===== src/rtl/cache_wb_ctrl.sv =====
// Direct-mapped, one-word-per-line, write-through / no-write-allocate cache responder
// with a FIFO write buffer draining to a single-ported backing memory.
module cache_wb_ctrl #(
  parameter int ADDR_W   = 8,
  parameter int DATA_W   = 32,
  parameter int INDEX_W  = 3,
  parameter int WB_DEPTH = 4
) (
  input  logic              clock,
  input  logic              reset,
  input  logic              read,
  input  logic              write,
  input  logic [ADDR_W-1:0] Address,
  input  logic [DATA_W-1:0] Write_Data,
  output logic [DATA_W-1:0] rData,
  output logic              hit,
  output logic              mem_rd,
  output logic              mem_wr,
  output logic [ADDR_W-1:0] mem_addr,
  output logic [DATA_W-1:0] mem_wdata,
  input  logic [DATA_W-1:0] mem_rdata,
  input  logic              mem_ready
);

  localparam int LINES = 1 << INDEX_W;
  localparam int TAG_W = ADDR_W - INDEX_W - 2;
  localparam int WA_W  = ADDR_W - 2;
  localparam int PTR_W = $clog2(WB_DEPTH);
  localparam int CNT_W = PTR_W + 1;

  typedef enum logic [2:0] {IDLE, RESP, WSTALL, MISS, MEMRD} state_t;
  typedef enum logic [1:0] {OWN_NONE, OWN_DRAIN, OWN_READ} owner_t;

  state_t             state_q, state_d;
  owner_t             owner_q;
  logic [LINES-1:0]   valid_q;
  logic [TAG_W-1:0]   tag_q     [LINES];
  logic [DATA_W-1:0]  line_q    [LINES];
  logic [WA_W-1:0]    wb_addr_q [WB_DEPTH];
  logic [DATA_W-1:0]  wb_data_q [WB_DEPTH];
  logic [PTR_W-1:0]   rd_ptr_q, wr_ptr_q;
  logic [CNT_W-1:0]   count_q;

  logic [INDEX_W-1:0] idx;
  logic [TAG_W-1:0]   tag;
  logic [WA_W-1:0]    waddr;
  logic               addr_lsb_unused;
  logic               is_wr, line_hit, fwd_hit, pop, drain_go, can_enq, enq;
  logic [DATA_W-1:0]  fwd_data;

  assign idx             = Address[INDEX_W+1:2];
  assign tag             = Address[ADDR_W-1:INDEX_W+2];
  assign waddr           = Address[ADDR_W-1:2];
  assign addr_lsb_unused = ^Address[1:0];
  assign is_wr           = write && !read;
  assign line_hit        = valid_q[idx] && (tag_q[idx] == tag);
  assign pop             = (owner_q == OWN_DRAIN) && mem_ready;
  assign drain_go        = (owner_q == OWN_NONE) && (count_q != '0) &&
                           (state_q != MISS) && (state_q != MEMRD);
  assign can_enq         = (count_q < CNT_W'(WB_DEPTH)) || pop;
  assign enq             = ((state_q == IDLE && is_wr) || state_q == WSTALL) && can_enq;

  // Youngest buffered write to the requested word wins, so scan oldest to newest.
  always_comb begin
    logic [PTR_W-1:0] slot;
    slot     = '0;
    fwd_hit  = 1'b0;
    fwd_data = '0;
    for (int k = 0; k < WB_DEPTH; k++) begin
      slot = rd_ptr_q + PTR_W'(k);
      if (CNT_W'(k) < count_q && wb_addr_q[slot] == waddr) begin
        fwd_hit  = 1'b1;
        fwd_data = wb_data_q[slot];
      end
    end
  end

  always_comb begin
    state_d = state_q;
    case (state_q)
      IDLE: begin
        if (read) begin
          if (line_hit || fwd_hit)                    state_d = RESP;
          else if (owner_q == OWN_NONE && !drain_go)  state_d = MEMRD;
          else                                        state_d = MISS;
        end else if (is_wr) begin
          state_d = can_enq ? RESP : WSTALL;
        end
      end
      WSTALL:  if (can_enq) state_d = RESP;
      MISS:    if (owner_q == OWN_NONE) state_d = MEMRD;
      MEMRD:   if (mem_ready) state_d = RESP;
      RESP:    state_d = IDLE;
      default: state_d = IDLE;
    endcase
  end

  always_ff @(posedge clock) begin
    if (!reset) begin
      state_q   <= IDLE;
      owner_q   <= OWN_NONE;
      valid_q   <= '0;
      rd_ptr_q  <= '0;
      wr_ptr_q  <= '0;
      count_q   <= '0;
      hit       <= 1'b0;
      rData     <= '0;
      mem_rd    <= 1'b0;
      mem_wr    <= 1'b0;
      mem_addr  <= '0;
      mem_wdata <= '0;
    end else begin
      state_q <= state_d;
      hit     <= (state_d == RESP);
      if (state_q == IDLE && read && (line_hit || fwd_hit))
        rData <= line_hit ? line_q[idx] : fwd_data;
      if (state_q == MEMRD && mem_ready) begin
        rData        <= mem_rdata;
        valid_q[idx] <= 1'b1;
        mem_rd       <= 1'b0;
        owner_q      <= OWN_NONE;
      end
      // Owner transitions below are mutually exclusive by construction.
      if (state_d == MEMRD && state_q != MEMRD) begin
        mem_rd   <= 1'b1;
        mem_addr <= {waddr, 2'b00};
        owner_q  <= OWN_READ;
      end
      if (drain_go) begin
        mem_wr    <= 1'b1;
        mem_addr  <= {wb_addr_q[rd_ptr_q], 2'b00};
        mem_wdata <= wb_data_q[rd_ptr_q];
        owner_q   <= OWN_DRAIN;
      end
      if (pop) begin
        rd_ptr_q <= rd_ptr_q + PTR_W'(1);
        mem_wr   <= 1'b0;
        owner_q  <= OWN_NONE;
      end
      if (enq) wr_ptr_q <= wr_ptr_q + PTR_W'(1);
      count_q <= count_q + CNT_W'(enq) - CNT_W'(pop);
    end
  end

  // Storage arrays carry no reset; valid bits and buffer count qualify them.
  always_ff @(posedge clock) begin
    if (enq) begin
      wb_addr_q[wr_ptr_q] <= waddr;
      wb_data_q[wr_ptr_q] <= Write_Data;
      if (line_hit) line_q[idx] <= Write_Data;
    end
    if (state_q == MEMRD && mem_ready) begin
      tag_q[idx]  <= tag;
      line_q[idx] <= mem_rdata;
    end
  end

endmodule


===== config.mk =====
export PLATFORM = sky130hd
export DESIGN_NAME = cache_wb_ctrl
export DESIGN_NICKNAME = d
export VERILOG_FILES = /design/src/rtl/cache_wb_ctrl.sv
export SDC_FILE = /design/constraint.sdc
export NUM_CORES = 1
export LEC_CHECK = 0
export ABC_AREA = 1
export BUFFER_PORTS_ARGS = -buffer_cell sky130_fd_sc_hd__buf_2
export CELL_PAD_IN_SITES_DETAIL_PLACEMENT = 1
export CELL_PAD_IN_SITES_GLOBAL_PLACEMENT = 1
export CORE_AREA = 2 2 262 264
export DETAILED_ROUTE_END_ITERATION = 8
export DIE_AREA = 0 0 264 266
export HOLD_SLACK_MARGIN = 0.15
export MAX_ROUTING_LAYER = met4
export PLACE_DENSITY = 0.64
export SLEW_MARGIN = 25
export SYNTH_ARGS = -nofsm -noshare
export SYNTH_HDL_FRONTEND = slang
export SYNTH_SLANG_ARGS = --single-unit
export TNS_END_PERCENT = 20

===== constraint.sdc =====
create_clock -name clock -period 5.4 [get_ports clock]
set_input_delay 1.08 -clock clock [delete_from_list [all_inputs] [get_ports clock]]
set_output_delay 1.08 -clock clock [all_outputs]
set_load 0.02 [all_outputs]

==> flow_summary.ini <==
[status]
status = finished, final reports clean

[yosys]
yosys.area.top_type_share = 0.524
avgSynthCellArea_sq_um = 9.24
yosys_warnings = 0
synth_area_leader_cell = edfxtp_1
yosys_register_bits = 527
synth_area_sq_um = 24800
netlist_instances = 2681
async_flop_share = 0
ys_seq_area_frac = 0.601
synth-edff-count = 432
synth-main-ff-cell = edfxtp_1
yosysUniqueCellTypes = 39
synth_area_leaders = edfxtp_1, nand2_1, dfxtp_1

[sta]
tightest_slew_ns = 0.937
finalHoldViolCount = 0
period_share = 0.753
finalCriticalPeriod_ns = 4.07
whs_ns = 0.463
fmax_ghz = 0.246
setup_viol = 0
max_slew_margin = 0.375
drv_slew = 0
finClkSkew_ns = 0.0240
setup_tns_ns = 0
rsz0062_at_grt = no

[critical_path]
required_ns = 5.97
cp-start-kind = flop
r2r-end = rData[9]
endpoint_kind = flop
cp_max_fo = 32
crit_chain = inv_2, nand2_2, nand2_2, nand2_1, nand2_1, nand2_1, nand2_1, nor2_1, nand2_1, nor2_4, nor2_2, nand3_1, nand3_1, nand2_2, inv_2, a21oi_1, a21oi_1
crit_slowest_cell = inv_2
critPathMostFrequentCell = nand2_1
rrSetupSlack_ns = 1.33
ff2ff_path_depth = 17
worstSetupPathType = flop to flop
r2r_start = rd_ptr_q[1]
slowest_delay_ns = 0.77
cp.arrival_ns = 4.64

[clocking]
cts.clk_slew.worst_paths_ns = 0.06
clock-sinks = 527
ctsLongestPathBuffers = 3
root_buffer = clkbuf_16
h-tree-depth = 2
tritoncts = yes
clkLatencyLatePin_ns = 0.65
cts_hold_repair.buffers = 0
cts_made_buffers = 59
postCtsSetupBuffers = 0
cts_resized = 0

[grt]
grt_pass1_wl_um = 132000
grt_max_degree = 74
grt_pass1_vias = 21421
grtUsageTotal = 0.255
grt-ovfl-total = 0
antenna_found_initial = 3

[pwr]
p_switching_uw = 4470
clkPwrFrac = 0.328
peakVddDrop_mv = 0.263
p_seq_frac = 0.409
powerDensity_nw_per_um2 = 443
combPwrFrac = 0.264
p_int_uw = 8130
p_leak_uw = 0.0110
switching_share = 0.355

[finish]
drive_gt1_frac = 0.120
post_layout_nonfiller_instances = 3703
area_delta_synth_final_pct = 14.8
fin_nets = 2854

[worst_hold_path]
hp-start = mem_wr
holdPathEnd = mem_wr
hold-path-cell-count = 2
min_path_type = flop to flop

[placement]
place.detailed.hpwl_um = 55100
portBuffers = 147
dp_cells = 3589
place.gp.congestion = 0.837

[floorplan]
rows = 96
die_w_um = 264
dieHeight_um = 266
fp.dieArea_sq_um = 70200
core_area_sq_um = 67700
initial_core_util = 0.366
ioPinCount = 152

[routing]
first_pass_iters = 5
post-route-drc-count = 0
routed_wl_um = 87400
num_vias = 20714
routedWlPerCell_um = 23.6
detail_route.vias_per_cell = 5.59
drt_iter0_drc = 1718
drtAntennaViolNets = 0

[run]
cap_violations = 0
==> per-stage QoR <==
stage	setup slack, ns	util	power, uW	instance area [sq um]
2_1_floorplan	1.03	-	7280	24800
3_3_place_gp	0.844	0.390	8400	26400
3_5_place_dp	0.752	0.390	8520	26400
4_1_cts	1.42	0.419	12700	28400
5_1_grt	1.08	0.419	13200	28400
6_report	1.33	0.419	12600	28400
==> metal layers <==
layer	wire length (um)	vias to the layer above	track usage
li1	-	9466	-
met2	41300	637	0.415
met4	2240	0	0.0742
met5	0	-	-
met1	39000	10463	0.335
met3	4890	148	0.0322
==> cells by family after synthesis <==
group	synth area share
AO/OA/AOI/OAI	0.149
adder cells (fa/ha/maj)	0.00485
other	0.000151
flip-flops	0.601
XOR/XNOR	0.000707
buffers and inverters	0.0537
AND/OR/NAND/NOR	0.191
==> cells in the final DEF (no fill, tap or decap), types with 3 or more instances in the layout <==
cell type / count
nand2_1: 838
edfxtp_1: 432
o21ai_0: 295
nor2_1: 180
a21oi_1: 150
buf_2: 147
inv_1: 126
nand3_1: 111
dfxtp_1: 93
clkbuf_16: 61
a22oi_1: 42
buf_4: 42
o211ai_1: 33
a221oi_1: 29
o2111ai_1: 27
nand4_1: 24
o21ai_1: 22
a22o_1: 20
clkinv_2: 17
nor2_4: 15
inv_2: 14
clkbuf_1: 12
o22ai_1: 11
clkinv_1: 10
ha_1: 8
buf_12: 8
nand2_2: 7
bufinv_16: 6
nor3_1: 5
clkinvlp_4: 4
nand3_2: 3
nor2_2: 3
a221o_1: 3
==> cell usage after synthesis (11+ instances only) <==
cell       number
a22oi_1        42
nor2_1        195
nand2_1       839
edfxtp_1      432
a21oi_1       150
o21ai_0       295
inv_1         133
o22ai_1        11
buf_2          28
a22o_1         20
nand4_1        24
nand3_1       111
dfxtp_1        95
a221oi_1       29
clkbuf_1      115
o21ai_1        22
buf_4          12
o2111ai_1      27
o211ai_1       33
==> flip-flops by register name (all words and copies together), names as in the netlist, 6 cells and up, named ones only <==
signal	flops
mem_wdata	32
tag_q	24
line_q	256
wb_data_q	128
rData	32
mem_addr	6
valid_q	8
wb_addr_q	24
==> power groups by stage <==
stage / combinational [uW] / sequential [uW] / clock [uW]
after global routing: 3690 / 5190 / 4340
after global placement: 3190 / 5210 / 0
final: 3320 / 5150 / 4130
after CTS: 3320 / 5140 / 4210
after detailed placement: 3300 / 5230 / 0
after floorplan: 1960 / 5320 / 0
==> critical path: cells and delay by family (launching register included) <==
kind,cells,cell delay (ns)
simple gates,13,1.89
flops,1,0.49
compound gates,2,0.25
buf+inv,2,1.30
==> cell type report <==
cell class / instances / area, sq um
Fill cell: 7789 / 39300
Sequential cell: 527 / 14900
Multi-Input combinational cell: 1838 / 8690
Clock buffer: 75 / 1600
Timing Repair Buffer: 197 / 1210
Tap cell: 882 / 1100
Inverter: 145 / 544
Clock inverter: 37 / 390
Antenna cell: 2 / 5.00
==> how the worst max path moves through the flow <==
| stage | startpoint | endpoint | slack (ns) | cells after the start |
|---|---|---|---|---|
| after floorplan | Address[3] | line_q[0][0] | 1.03 | 14 |
| final | rd_ptr_q[1] | rData[9] | 1.33 | 17 |
| after global placement | Address[3] | rData[14] | 0.84 | 17 |
| after CTS | rd_ptr_q[1] | rData[28] | 1.42 | 16 |
| after global routing | rd_ptr_q[0] | rData[19] | 1.08 | 15 |
| after detailed placement | mem_ready | line_q[7][22] | 0.75 | 10 |
Note: power is estimated with default switching activity, not from simulation.
